===== src/rtl/sa_pkg.sv =====
// sa_pkg: shared types, sizes and byte-slice helper for the result display path
package sa_pkg;
  typedef enum logic [1:0] {IDLE, SHOW, DONE} disp_state_t;
  localparam int RES_W = 20;
  localparam int NUM_RES = 4;
  localparam int BYTES_PER_RES = 3;
  localparam int NUM_BYTES = 12;
  function automatic logic [7:0] slice_byte(input logic [23:0] w, input logic [1:0] s);
    return s == 2'd0 ? w[23:16] : s == 2'd1 ? w[15:8] : w[7:0];
  endfunction
endpackage


===== src/rtl/disp_hold_timer.sv =====
// disp_hold_timer: counts 0..HOLD_CYCLES-1 while enabled, flags terminal count
module disp_hold_timer #(
  parameter int HOLD_CYCLES = 4
) (
  input  logic clk,
  input  logic reset,
  input  logic clr,
  input  logic en,
  output logic tc
);
  localparam int W = HOLD_CYCLES > 1 ? $clog2(HOLD_CYCLES) : 1;
  logic [W-1:0] cnt;
  assign tc = en && cnt == W'(HOLD_CYCLES - 1);
  always_ff @(posedge clk)
    if (reset || clr || tc) cnt <= '0;
    else if (en) cnt <= cnt + W'(1);
endmodule


===== src/rtl/result_display_seq.sv =====
// result_display_seq: captures the 2x2 result matrix and streams it out one held byte at a time
module result_display_seq #(
  parameter int HOLD_CYCLES = 4,
  parameter int RES_W = 20
) (
  input  logic             clk,
  input  logic             reset,
  input  logic             res_valid,
  input  logic [RES_W-1:0] c11,
  input  logic [RES_W-1:0] c12,
  input  logic [RES_W-1:0] c21,
  input  logic [RES_W-1:0] c22,
  input  logic             abort,
  output logic [7:0]       display_o,
  output logic             disp_valid,
  output logic [3:0]       byte_idx,
  output logic             busy,
  output logic             done,
  output logic             overrun
);
  import sa_pkg::*;
  disp_state_t state, state_n;
  logic [3:0] idx_n;
  logic [RES_W-1:0] cap_r [NUM_RES];
  logic cap_en, ovr_set, tc;
  logic [1:0] res_sel, sl;
  disp_hold_timer #(.HOLD_CYCLES(HOLD_CYCLES)) u_timer (
    .clk   (clk),
    .reset (reset),
    .clr   (state != SHOW),
    .en    (state == SHOW),
    .tc    (tc)
  );
  always_comb begin
    state_n = state;
    idx_n = byte_idx;
    cap_en = 1'b0;
    ovr_set = 1'b0;
    unique case (state)
      IDLE: begin
        cap_en = res_valid;
        state_n = res_valid ? SHOW : IDLE;
        idx_n = 4'd0;
      end
      SHOW: if (tc) begin
        state_n = byte_idx == 4'(NUM_BYTES - 1) ? DONE : SHOW;
        idx_n = byte_idx == 4'(NUM_BYTES - 1) ? 4'd0 : byte_idx + 4'd1;
      end
      DONE: state_n = IDLE;
      default: state_n = IDLE;
    endcase
    if (state != IDLE) begin
      ovr_set = res_valid;
      state_n = abort ? IDLE : state_n;
      idx_n = abort ? 4'd0 : idx_n;
    end
  end
  always_ff @(posedge clk)
    if (reset) begin
      state <= IDLE;
      byte_idx <= 4'd0;
      overrun <= 1'b0;
      cap_r <= '{default: '0};
    end else begin
      state <= state_n;
      byte_idx <= idx_n;
      overrun <= overrun | ovr_set;
      if (cap_en) cap_r <= '{c11, c12, c21, c22};
    end
  assign res_sel = 2'(byte_idx / 4'(BYTES_PER_RES));
  assign sl = 2'(byte_idx % 4'(BYTES_PER_RES));
  assign display_o = state == SHOW ? slice_byte(24'(cap_r[res_sel]), sl) : 8'h00;
  assign disp_valid = state == SHOW;
  assign busy = state != IDLE;
  assign done = state == DONE;
endmodule


===== config.mk =====
export PLATFORM = sky130hd
export DESIGN_NAME = result_display_seq
export DESIGN_NICKNAME = d
export VERILOG_FILES = /design/src/rtl/sa_pkg.sv /design/src/rtl/disp_hold_timer.sv /design/src/rtl/result_display_seq.sv
export SDC_FILE = /design/constraint.sdc
export NUM_CORES = 1
export LEC_CHECK = 0
export ABC_AREA = 1
export CORE_MARGIN = 1.5
export CORE_UTILIZATION = 54
export CTS_CLUSTER_DIAMETER = 150
export CTS_CLUSTER_SIZE = 20
export DETAILED_ROUTE_END_ITERATION = 16
export GPL_ROUTABILITY_DRIVEN = 0
export GPL_TIMING_DRIVEN = 0
export PLACE_DENSITY = 0.85
export SYNTH_ARGS = -nofsm -noshare
export SYNTH_HDL_FRONTEND = slang
export SYNTH_SLANG_ARGS = --single-unit

===== constraint.sdc =====
create_clock -name clk -period 6.25 [get_ports clk]
set_clock_uncertainty 0.1 [all_clocks]
set_input_delay 1.875 -clock clk [delete_from_list [all_inputs] [get_ports clk]]
set_output_delay 1.875 -clock clk [all_outputs]
set_load 0.01 [all_outputs]

==> summary.txt <==
Status
  – Status: complete, no violations

STA
  – Max Slew Vio Count: 0
  – Min Tclk post-route: between 5 and 6 ns
  – Final hold vios: 0
  – Worst Tran Pin Value: roughly 0.74 ns
  – Worst slew margin: about half
  – Total Neg Setup Slack: 0 ns
  – Fmax: about 170 MHz
  – Period utilisation layout: 94.7%
  – # setup viols final: 0
  – RSZ-0062 raised after global routing: false

Finish
  – Ant diodes: 0
  – Nets: about 840
  – Layout area overhead: 30.7%
  – Post-Route Utilization: about 73%
  – Non-Filler Instances: 853
  – Filler cells: roughly 650
  – Share of cells above drive strength 1: 6.13%

Synth
  – Mapped Area: roughly 4300 µm²
  – Syn_nets: 726
  – Sequential fraction of the synthesis area: a little over two fifths
  – YS warnings: 0
  – Top cells by instance count after synthesis: 171 x nor2_1, 126 x nand2_1, 89 x dfxtp_1
  – Post-synth ARST share: 0%
  – Avg Inst Size Synth: 6.72 µm²
  – Synth area leaders: dfxtp_1 42%, nor2_1 15%, nand2_1 11%, o21ai_0 9.6%, nand3_1 3.4%
  – Top cell type's share of synthesized area: 41.7%
  – Number of flops mapped to enable cells by yosys: 0
  – Syn Inst Count: ~640
  – Top FF cell, synth: dfxtp_1
  – Synth unique cells: 28
  – Seq cells post-synth: 89
  – Post-synth top area cell: dfxtp_1
  – Most frequent cell after synthesis: nor2_1

Worst setup path
  – Critical Path RT: between 4 and 5 ns
  – Crit. End Element: output port
  – CP Max Fanout: 10
  – Arr. time, crit path: 3.94 ns
  – Crit Path Class: reg2out
  – CP startpoint: byte_idx[2]
  – Startpoint types: register
  – Reg2Reg Depth: 6
  – Reg2Reg Launch Point: state[1]

Drt
  – DR vias: 4,649
  – # DRC: 0
  – Post-DRT Antenna Nets: 0
  – Router iterations before antenna repair: 7
  – Vias per cell: 5.45
  – DRT iter0 DRCs: slightly above 400
  – DRT Wirelength: roughly 13,000 µm
  – DR WL/cell: between 10 and 15 µm

Pwr
  – Leakage power total: around 2.3 nW
  – Comb power frac: 16.0%
  – Clock power share: between 30% and 40%
  – VDD IR-drop max: approximately 0.12 mV
  – Cell Int Power: roughly 900 µW
  – Sw Ratio: roughly 28%
  – PwrDens: approximately 220 nW/µm²
  – Net Sw Power: ~340 µW
  – Sequential power share: a little over half

Die
  – DIE HEIGHT: 92.0 µm
  – Die area: around 8500 µm²
  – Die extent in x: a little over 90 µm
  – Core footprint: slightly below 8000 µm²
  – # IOs: 100
  – Rows: 32
  – Starting Density: 55.6%

Clocking
  – TritonCTS clock tree: yes
  – Total CTS buffers: 9
  – Clock root buffer: clkbuf_8
  – Deepest clock path buffer count: 2
  – CTS Hold Bufs: 0
  – Setup bufs post-CTS: 0
  – Cts repair resizes: 0
  – # H-tree levels: 3
  – Worst-skew pair later-pin latency: 0.36 ns
  – Clock transition at path regs: 0.09 ns
  – Sink Count: around 90

Global routing
  – Largest net degree at the start of global routing: 16
  – Met3 usage: around 4.8%
  – Initial antenna violation count: 0
  – Overall Global Routing Usage: between 30% and 40%
  – Vias in the first global route: between 4k and 5k
  – Remaining global-route overflow: 0
  – Most used routing layer: met2
  – Grt met1 use: a little under two fifths
  – First-pass GRT wire length: 20,000 µm
  – GR Layer Usage met2: 50.8%

Placement
  – IO Port Bufs: 99
  – Hpwl dp: 9640 µm
  – Placed Cells: 837

Job
  – Max_cap viols: 0

Min path
  – Hold Startpoint: u_timer.cnt[0]
  – Hold path cells: 1
  – Hold WC Path Type: reg2reg
## worst paths after layout
| kind | endpoint | slack (ns) |
|---|---|---|
| worst max-delay path | display_o[2] | 0.33 |
| worst min-delay path | u_timer.cnt[0] | 0.34 |
| worst max register to register | cap_r[33] | 4.20 |
| worst min register to register | u_timer.cnt[0] | 0.34 |
## logic make-up after synthesis
logic type,Yosys count,synth area share (%)
adder cells (fa/ha/maj),6,1.76
AO/OA/AOI/OAI,127,15.9
flip-flops,89,41.7
XOR/XNOR,1,0.205
AND/OR/NAND/NOR,349,33.8
buffers and inverters,64,6.73
## worst max-delay path, stage by stage (launching register included)
cell and delay [ns]:
dfxtp_1 0.46, nand2_1 0.12, inv_1 0.08, ha_1 0.13
inv_1 0.04, ha_1 0.24, nand2_4 0.13, buf_6 0.15
nand2_1 0.06, nand2_1 0.08, ha_1 0.22, clkinv_1 0.24
nand3_2 0.17, buf_6 0.15, buf_6 0.15, nand2_1 0.09
nand3_1 0.09, nand2_1 0.07, nand2_1 0.06, nand2_1 0.05
a21oi_1 0.19, clkdlybuf4s50_1 0.59
## routing by layer
layer,up-vias,wire [µm]
met2,236,6010
met1,2085,5250
met3,41,947
met4,0,382
met5,-,0
li1,2287,-
## flip-flops by register name (all words and copies together) (netlist names)
name	cells
overrun	1
byte_idx	4
cap_r	80
u_timer.cnt	2
state	2
## cell type report
cell class | instances | area, µm² | area share (%)
Clock inverter | 6 | 65.1 | 1.16
Buffer | 40 | 198 | 3.54
Sequential cell | 89 | 1780 | 31.9
Inverter | 24 | 90.1 | 1.61
Timing Repair Buffer | 99 | 991 | 17.7
Multi-Input combinational cell | 483 | 2210 | 39.5
Clock buffer | 10 | 128 | 2.28
Tap cell | 102 | 128 | 2.28
## placed cells by master (no fill, tap or decap), drive strengths merged
| master | n |
|---|---|
| nor2 | 175 |
| buf | 14 |
| a221oi | 1 |
| a21oi | 19 |
| xor2 | 1 |
| a31oi | 21 |
| inv | 25 |
| nand4 | 6 |
| clkbuf | 36 |
| nor3 | 1 |
| o21ai | 85 |
| clkinv | 3 |
| nand2 | 134 |
| dfxtp | 89 |
| clkdlybuf4s50 | 99 |
| clkinvlp | 1 |
| ha | 6 |
| a211oi | 1 |
| nand3 | 32 |
| nor4 | 1 |
| bufinv | 1 |
## power groups by stage
stage / registers, mW / clock network (mW) / logic (mW)
final: 0.646 / 0.397 / 0.198
after global routing: 0.650 / 0.425 / 0.223
after CTS: 0.645 / 0.396 / 0.196
after detailed placement: 0.657 / 0 / 0.196
after global placement: 0.656 / 0 / 0.188
after floorplan: 0.645 / 0 / 0.109
## metrics by stage
step | hold WS, ns | power [mW] | setup slack, ns | area (µm²)
after global routing | 0.375 | 1.30 | 0.133 | 5590
after global placement | 0.308 | 0.844 | 0.935 | 5400
after floorplan | 0.299 | 0.754 | 1.67 | 4280
after CTS | 0.346 | 1.24 | 0.399 | 5590
after detailed placement | 0.333 | 0.853 | 0.814 | 5400
final | 0.336 | 1.24 | 0.331 | 5590
Power figures use the tool's default switching activity.
